## src/rtl/puf_ctrl_pkg.sv

```systemverilog
// Shared types and constants for the PUF evaluation controller.
package puf_ctrl_pkg;

    typedef enum logic [2:0] {
        ST_IDLE   = 3'd0,
        ST_LOAD   = 3'd1,
        ST_ARM    = 3'd2,
        ST_LAUNCH = 3'd3,
        ST_SAMPLE = 3'd4,
        ST_RELAX  = 3'd5,
        ST_DONE   = 3'd6
    } puf_state_e;

    localparam logic [31:0] PUF_LFSR_TAPS  = 32'h8020_0003;
    localparam int          PUF_MIN_SETTLE = 3;

endpackage

```

## src/rtl/puf_sync2.sv

```systemverilog
// Two-flop synchronizer for the asynchronous arbiter output.
module puf_sync2 (
    input  logic i_clk,
    input  logic i_rst,
    input  logic i_d,
    output logic o_q
);

    logic r_meta;
    logic r_sync;

    always_ff @(posedge i_clk or posedge i_rst) begin
        if (i_rst) begin
            r_meta <= 1'b0;
            r_sync <= 1'b0;
        end else begin
            r_meta <= i_d;
            r_sync <= r_meta;
        end
    end

    assign o_q = r_sync;

endmodule

```

## src/rtl/puf_eval_ctrl.sv

```systemverilog
// Sequences RESP_W arbiter-PUF evaluations over an LFSR-expanded challenge
// and hands the assembled response word out on a valid/ready handshake.
module puf_eval_ctrl
    import puf_ctrl_pkg::*;
#(
    parameter int                CHAL_W     = 32,
    parameter int                RESP_W     = 16,
    parameter int                SETTLE_CYC = 8,
    parameter logic [CHAL_W-1:0] LFSR_TAPS  = CHAL_W'(PUF_LFSR_TAPS)
) (
    input  logic              wb_clk_i,
    input  logic              wb_rst_i,
    input  logic              start_i,
    input  logic              abort_i,
    input  logic [CHAL_W-1:0] challenge_i,
    output logic              busy_o,
    output logic [CHAL_W-1:0] chal_sel_o,
    output logic              launch_o,
    input  logic              arb_resp_i,
    output logic [RESP_W-1:0] resp_o,
    output logic              resp_valid_o,
    input  logic              resp_ready_i
);

    localparam int CNT_W = $clog2(SETTLE_CYC);
    localparam int BIT_W = $clog2(RESP_W + 1);

    if (SETTLE_CYC < PUF_MIN_SETTLE) begin : g_bad_settle
        $error("puf_eval_ctrl: SETTLE_CYC must be at least 3");
    end

    puf_state_e        r_state;
    puf_state_e        w_next;
    logic [CNT_W-1:0]  r_cnt;
    logic [BIT_W-1:0]  r_bit;
    logic [CHAL_W-1:0] r_chal_q;
    logic [CHAL_W-1:0] r_chal_sel;
    logic [RESP_W-1:0] r_resp;
    logic              w_sync;
    logic              w_settle_last;
    logic              w_last_bit;
    logic              w_active;
    logic [CHAL_W-1:0] w_chal_step;

    puf_sync2 u_sync (
        .i_clk (wb_clk_i),
        .i_rst (wb_rst_i),
        .i_d   (arb_resp_i),
        .o_q   (w_sync)
    );

    assign w_settle_last = (r_cnt == CNT_W'(SETTLE_CYC - 1));
    assign w_last_bit    = (r_bit == BIT_W'(RESP_W - 1));
    assign w_active      = (r_state != ST_IDLE) && (r_state != ST_DONE);
    // Galois step; an all-zero seed is a fixed point and is allowed.
    assign w_chal_step   = r_chal_q[0] ? ((r_chal_q >> 1) ^ LFSR_TAPS) : (r_chal_q >> 1);

    always_ff @(posedge wb_clk_i or posedge wb_rst_i) begin
        if (wb_rst_i) begin
            r_state <= ST_IDLE;
        end else begin
            r_state <= w_next;
        end
    end

    always_comb begin
        w_next = r_state;
        case (r_state)
            ST_IDLE:   if (start_i && !abort_i) w_next = ST_LOAD;
            ST_LOAD:   w_next = ST_ARM;
            ST_ARM:    w_next = ST_LAUNCH;
            ST_LAUNCH: if (w_settle_last) w_next = ST_SAMPLE;
            ST_SAMPLE: w_next = ST_RELAX;
            ST_RELAX:  if (w_settle_last) w_next = w_last_bit ? ST_DONE : ST_ARM;
            ST_DONE:   if (resp_ready_i) w_next = ST_IDLE;
            default:   w_next = ST_IDLE;
        endcase
        if (abort_i && w_active) w_next = ST_IDLE;
    end

    always_ff @(posedge wb_clk_i or posedge wb_rst_i) begin
        if (wb_rst_i) begin
            r_cnt      <= '0;
            r_bit      <= '0;
            r_chal_q   <= '0;
            r_chal_sel <= '0;
            r_resp     <= '0;
        end else begin
            if (w_next != r_state) r_cnt <= '0;
            else if (r_state == ST_LAUNCH || r_state == ST_RELAX) r_cnt <= r_cnt + 1'b1;

            if (r_state == ST_IDLE && w_next == ST_LOAD) begin
                r_chal_q <= challenge_i;
                r_resp   <= '0;
                r_bit    <= '0;
            end
            if (r_state == ST_SAMPLE) r_resp <= {r_resp[RESP_W-2:0], w_sync};
            if (r_state == ST_RELAX && w_settle_last) begin
                r_chal_q <= w_chal_step;
                r_bit    <= r_bit + 1'b1;
            end

            // Selects move only on ARM entry so they are settled before launch.
            if (w_next == ST_IDLE) r_chal_sel <= '0;
            else if (w_next == ST_ARM)
                r_chal_sel <= (r_state == ST_RELAX) ? w_chal_step : r_chal_q;
        end
    end

    always_comb begin
        launch_o     = (r_state == ST_LAUNCH) || (r_state == ST_SAMPLE);
        busy_o       = (r_state != ST_IDLE);
        resp_valid_o = (r_state == ST_DONE);
    end

    assign chal_sel_o = r_chal_sel;
    assign resp_o     = r_resp;

endmodule

```

## config.mk

```make
export PLATFORM = sky130hd
export DESIGN_NAME = puf_eval_ctrl
export DESIGN_NICKNAME = d
export VERILOG_FILES = /design/src/rtl/puf_ctrl_pkg.sv /design/src/rtl/puf_sync2.sv /design/src/rtl/puf_eval_ctrl.sv
export SDC_FILE = /design/constraint.sdc
export NUM_CORES = 1
export LEC_CHECK = 0
export BUFFER_PORTS_ARGS = -buffer_cell sky130_fd_sc_hd__buf_2
export CORE_ASPECT_RATIO = 1.25
export CORE_MARGIN = 3
export CORE_UTILIZATION = 38
export CTS_CLUSTER_DIAMETER = 60
export DETAILED_ROUTE_END_ITERATION = 16
export PLACE_DENSITY = 0.59
export RECOVER_POWER = 50
export SYNTH_ARGS = -nofsm -noshare
export SYNTH_HDL_FRONTEND = slang
export SYNTH_SLANG_ARGS = --single-unit
```

## constraint.sdc

```tcl
create_clock -name wb_clk_i -period 3.92 [get_ports wb_clk_i]
set_input_delay 0.196 -clock wb_clk_i [delete_from_list [all_inputs] [get_ports wb_clk_i]]
set_output_delay 0.196 -clock wb_clk_i [all_outputs]
set_load 0.005 [all_outputs]
```

# [Word-level counts from Yosys, hierarchy flattened]
# Index checks and enable logic that the tools add are counted.
[word_totals] regBits=93 input_bits=38
[op_classes] add_sub_neg=2 eq_ne=12 reduce_logical=15 mux=19 n_bitwise=1
[ops] operator="32-bit 2-to-1 mux" n=6
[ops] operator="16-bit 2-to-1 mux" n=2
[ops] operator="3-bit 2-to-1 mux" n=8
[ops] operator="3-bit case mux with 7 select lines" n=1
[ops] operator="3-bit == test (second input constant)" n=4
[ops] operator="5-bit 2-to-1 mux" n=2
[ops] operator="3-bit by 2-bit == test with 1-bit output (second input constant)" n=3
[ops] operator="2-bit nonzero test" n=4
[ops] operator="3-bit by 1-bit == test with 1-bit output (second input constant)" n=2
[ops] operator="3-bit logical NOT" n=2
[ops] operator="5-bit by 1-bit adder with 5-bit output (second input constant)" n=1
[ops] operator="5-bit by 4-bit == test with 1-bit output (second input constant)" n=1
[ops] operator="1-bit logical AND" n=5
[ops] operator="3-bit NOT with 4-bit output" n=1
[ops] operator="3-bit by 1-bit adder with 3-bit output (second input constant)" n=1
[ops] operator="3-bit != test" n=1
[ops] operator="3-bit != test (second input constant)" n=1
[ops] operator="3-bit nonzero test" n=1
[ops] operator="1-bit logical OR" n=2
[ops] operator="1-bit logical NOT" n=1

# [Longest topological paths before layout]
[depth] ltp_word=9 ltp_mapped=8

# [Hierarchy]
# A second synthesis with hierarchy kept.
[unflattened] cells_unflattened=516 area_unflattened_um2=4797.1
[modules_own_cells] mod="puf_eval_ctrl" cells_per_inst=513 area_each_um2=4743.3 instances=1
[modules_own_cells] mod="puf_sync2" cells_per_inst=3 area_each_um2=53.8 instances=1

# [Worst setup path before layout]
# OpenSTA, ideal clock, no wires.
[synth_timing] path_kind="register to register" startpoint="reg r_bit[0]" endpoint="reg r_chal_sel[29], in the netlist chal_sel_o[29]" slack_ps=1770 path_stages_with_launch=9 n_path_buf=1 arrival_time_ps=2071 cell_sequence="dfrtp_1 -> ha_1 -> and3_1 -> ha_1 -> nand3b_1 -> a311o_1 -> a21oi_4 -> buf_6 -> mux2i_1"
[synth_via] elab_chain_cells=7
[synth_lines] element="start, declared" line="puf_eval_ctrl.sv:35" text="logic [BIT_W-1:0] r_bit;"
[synth_lines] element="start signal, assigned" line="puf_eval_ctrl.sv:100" text="r_bit <= r_bit + 1'b1;"
[synth_lines] element="5-bit by 4-bit == test with 1-bit output (*)" line="puf_eval_ctrl.sv:53" text="assign w_last_bit = (r_bit == BIT_W'(RESP_W - 1));"
[synth_lines] element="3-bit 2-to-1 mux (*) (2 in a row)" line="puf_eval_ctrl.sv:74" text="ST_RELAX: if (w_settle_last) w_next = w_last_bit ? ST_DONE : ST_ARM;"
[synth_lines] element="3-bit case mux with 7 select lines (*)" line="puf_eval_ctrl.sv:68" text="case (r_state)"
[synth_lines] element="3-bit 2-to-1 mux (*)" line="puf_eval_ctrl.sv:78" text="if (abort_i && w_active) w_next = ST_IDLE;"
[synth_lines] element="3-bit by 2-bit == test with 1-bit output or 3-bit logical NOT (tied branches)" line="puf_eval_ctrl.sv:105, puf_eval_ctrl.sv:104"
[synth_lines] element="2-bit nonzero test (no source line) or 32-bit 2-to-1 mux (tied branches)"
[synth_lines] element="end signal, assigned" line="puf_eval_ctrl.sv:106" text="r_chal_sel <= (r_state == ST_RELAX) ? w_chal_step : r_chal_q;"
[synth_lines] element="end, declared" line="puf_eval_ctrl.sv:37" text="logic [CHAL_W-1:0] r_chal_sel;"
# Every way passes the cells marked *; elsewhere a longest branch is shown, timed or not.
# A chain may end at the register's enable or synchronous reset.

# [Final worst setup path]
[layout_timing] startpoint="reg r_bit[0]" endpoint="reg r_chal_sel[14], in the netlist chal_sel_o[14]"
# Same word-level chain as after synthesis.

==> results.py <==
metrics = {
    "logic_synthesis": {
        "yosysWarnings": 0,
        "synth_edf_count": 0,
        "avgSynthCellArea_um2": 9.393,
        "synth_cell_type_count": 46,
        "synth_flop_cell": "dfrtp_1",
        "ys_seq_elements": 93,
        "syn-cell-area_um2": 4781,
        "synth-seq-area-share": 0.4868,
        "async_flop_share": 1.000,
        "synthesis.nets": 552,
        "synth_top_area_frac": 0.4868,
        "synthCells": 509,
        "synth_area_leaders": "dfrtp_1 (49%), nand2_1 (8.0%), mux2_2 (7.3%)",
        "synth_largest_area_cell": "dfrtp_1",
    },
    "die": {
        "start_util": 0.3913,
        "dieWidth_um": 106.3,
        "rows": 45,
        "core_area_um2": 12220,
        "io_pins": 89,
        "die_area_um2": 13970,
        "die_y_um": 131.4,
    },
    "timing": {
        "setup_violations": 0,
        "finalClockSkew_ps": 6.709,
        "tns_ps": 0,
        "finalHoldViolCount": 0,
        "max_freq_ghz": 0.3624,
        "slew_headroom": -0.8726,
        "rsz0062_at_grt": "false",
        "fin_crit_sh": 0.7039,
        "tightest_slew_ps": 2794,
        "slew_violations": 63,
        "period_minus_slack_ps": 2759,
    },
    "place": {
        "routabilityCongestion": 0.7689,
        "dp_hpwl_um": 7316,
        "portBuffers": 88,
    },
    "clock_tree": {
        "numCtsBuffers": 9,
        "max-clock-path-buffers": 2,
        "clock_latency_ps": 340,
        "post_cts_buffers": 0,
        "cts-root-buf": "clkbuf_16",
        "cts.htree.levels": 3,
        "cts.clk_slew.worst_paths_ps": 60,
        "cts.sinks": 93,
        "cts_tree": "yes",
    },
    "detailed_routing": {
        "wl_met2_um": 5594,
        "routedWlPerCell_um": 14.77,
        "ant_nets": 0,
        "drt_first_pass_iters": 4,
        "avgViaCountPerCell": 5.084,
        "dr_wl_met3_um": 386,
        "wirelength_um": 11030,
        "top_layer": "met4",
        "wl_met1_um": 4843,
        "drtIter0Drc": 134,
        "num_vias": 3798,
        "drcViolationCount": 0,
    },
    "min_path": {
        "hold_path_startpoint": "challenge_i[11]",
        "hp-class": "in -> reg",
        "min_to": "r_chal_q[11]$_DFFE_PP0P_",
        "whs_path_depth": 3,
    },
    "power": {
        "power_mw": 3.106,
        "peakVddDrop_uv": 255.0,
        "pwr_density_cell_nw_per_um2": 554.0,
        "p_leak_nw": 2.770,
    },
    "global_route": {
        "grt_pass1_vias": 3734,
        "antenna_found_initial": 0,
        "grt_max_degree": 68,
        "overflow": 0,
        "grt_pass1_wl_um": 18710,
        "grt_usage": 0.1645,
    },
    "critical_path": {
        "crit_arrival_ps": 3020,
        "ff2ff_setup_slack_ps": 1160,
        "crit_required_ps": 4180,
        "rr_startpoint": "r_bit[0]$_DFFE_PP0P_",
        "start_kind": "flip-flop",
        "cp-end-kind": "flip-flop",
        "reg2reg_to": "chal_sel_o[14]$_DFFE_PP0P_",
        "critPathKind": "reg -> reg",
        "cp_max_fo": 19,
        "r2r.worst_path.cells": 8,
    },
    "cells_and_area": {
        "fill_cells": 1230,
        "register_area_um2": 2327,
        "multi_input_comb_area_um2": 2141,
        "insertedDiodeCount": 0,
        "area_delta_synth_final_pct": 17.27,
        "nets": 623,
        "layout-drive-gt1-share": 0.2281,
    },
    "status": {
        "violations": "capacitance limit, slew limit",
        "status": "finished, violations left",
    },
    "flow_run": {
        "drv_cap": 1,
    },
}
-- cell usage after synthesis (all sizes together) (2+ instances only) --
| cell type | number |
|---|---|
| nor3b | 3 |
| or2 | 2 |
| o21ai | 54 |
| nor2 | 34 |
| nand2b | 3 |
| nand2 | 102 |
| a211oi | 4 |
| clkbuf | 16 |
| and2 | 2 |
| inv | 37 |
| a31oi | 31 |
| mux2 | 31 |
| nand4b | 2 |
| a21oi | 5 |
| buf | 20 |
| mux2i | 34 |
| dfrtp | 93 |
| xor2 | 5 |
| ha | 5 |
| and4b | 2 |
| nand3b | 3 |
| nand3 | 4 |
-- stage by stage --
step	utilization	setup slack [ps]	instance area [µm²]	hold slack, ps	std cells
final	0.4589	1161	5607	101.2	747
after global routing	0.4589	859.1	5607	110.8	747
after CTS	0.4607	1123	5629	34.26	747
after detailed placement	0.4354	1124	5320	305.3	732
after global placement	0.4354	1226	5320	303.8	732
after floorplan	-	1304	4781	227.4	509
-- state kept, by name, indices dropped and copies added (netlist names) --
signal / flops
chal_sel_o: 32
r_bit: 5
r_chal_q: 32
r_cnt: 3
r_state: 3
resp_o: 16
u_sync.o_q: 1
u_sync.r_meta: 1
-- cell type report --
cell class                 count  area share
clock buffer                  11     0.04508
inverter                      37     0.02499
sequential                    93      0.4151
multi-input combinational    343      0.3818
timing repair buffer          96     0.08815
clock inverter                 3    0.008257
tap                          164     0.03660
-- worst max path at each step --
stage                         startpoint  depth (start not counted)                          to  slack (ps)
floorplan                       wb_rst_i                          1   chal_sel_o[0]$_DFFE_PP0P_        1300
global placement    r_bit[0]$_DFFE_PP0P_                          8  chal_sel_o[27]$_DFFE_PP0P_        1230
detailed placement  r_bit[0]$_DFFE_PP0P_                          8  chal_sel_o[14]$_DFFE_PP0P_        1120
CTS                 r_bit[0]$_DFFE_PP0P_                          8  chal_sel_o[14]$_DFFE_PP0P_        1120
global route                    wb_rst_i                          3    r_chal_q[21]$_DFFE_PP0P_         860
finish              r_bit[0]$_DFFE_PP0P_                          8  chal_sel_o[14]$_DFFE_PP0P_        1160
-- power by group --
part | internal (mW) | leakage [nW] | switching [mW]
registers | 1.19 | 1.23 | 0.239
logic | 0.409 | 1.39 | 0.374
clock network | 0.523 | 0.144 | 0.368
total | 2.12 | 2.77 | 0.981
-- routing by layer --
layer | track usage | vias to the layer above
li1 | - | 1857
met1 | 0.2182 | 1847
met2 | 0.2699 | 81
met3 | 0.02211 | 13
met4 | 0.06767 | 0
met5 | 0 | -
-- worst max-delay path, stage by stage (launching register included) --
cell	delay, ps
dfrtp_1	410
ha_1	240
and3_1	190
ha_1	180
nand3b_1	160
a311o_1	450
a21oi_4	570
buf_12	270
mux2i_1	210
-- layout by cell type, fill, tap and decap left out, types with 2 or more instances in the layout --
cell type | Yosys | routed
a211oi_1 | 3 | 3
nor3b_1 | 2 | 2
a21oi_1 | 4 | 4
mux2i_1 | 34 | 34
o21ai_0 | 53 | 53
nor2_1 | 34 | 34
nand2b_1 | 3 | 3
clkbuf_1 | 16 | 15
inv_1 | 37 | 36
mux2_2 | 31 | 31
or2_2 | 2 | 2
clkbuf_8 | 0 | 2
clkbuf_16 | 0 | 9
and4b_1 | 2 | 2
a31oi_1 | 31 | 31
nand3_1 | 4 | 4
nand2_1 | 102 | 102
buf_4 | 4 | 5
buf_2 | 8 | 73
xor2_1 | 5 | 5
dfrtp_1 | 93 | 93
ha_1 | 5 | 5
nand3b_1 | 3 | 3
nand4b_1 | 2 | 2
-- timing repair --
action	CTS	global route
hold endpoints to repair	1	0
gates resized for setup	0	0
hold buffers	1	0
-- kinds of logic (layout without fill, tap and decap cells) --
family          count (synthesis)  after routing  synth area share
xor+xnor                        6              6           0.01099
mux                            65             65            0.1442
simple gates                  162            162            0.1453
compound gates                105            105            0.1324
flops                          93             93            0.4868
buf+inv                        73            147           0.06726
fa+ha+maj                       5              5           0.01309
No activity file was read; power rests on OpenSTA's default activity.
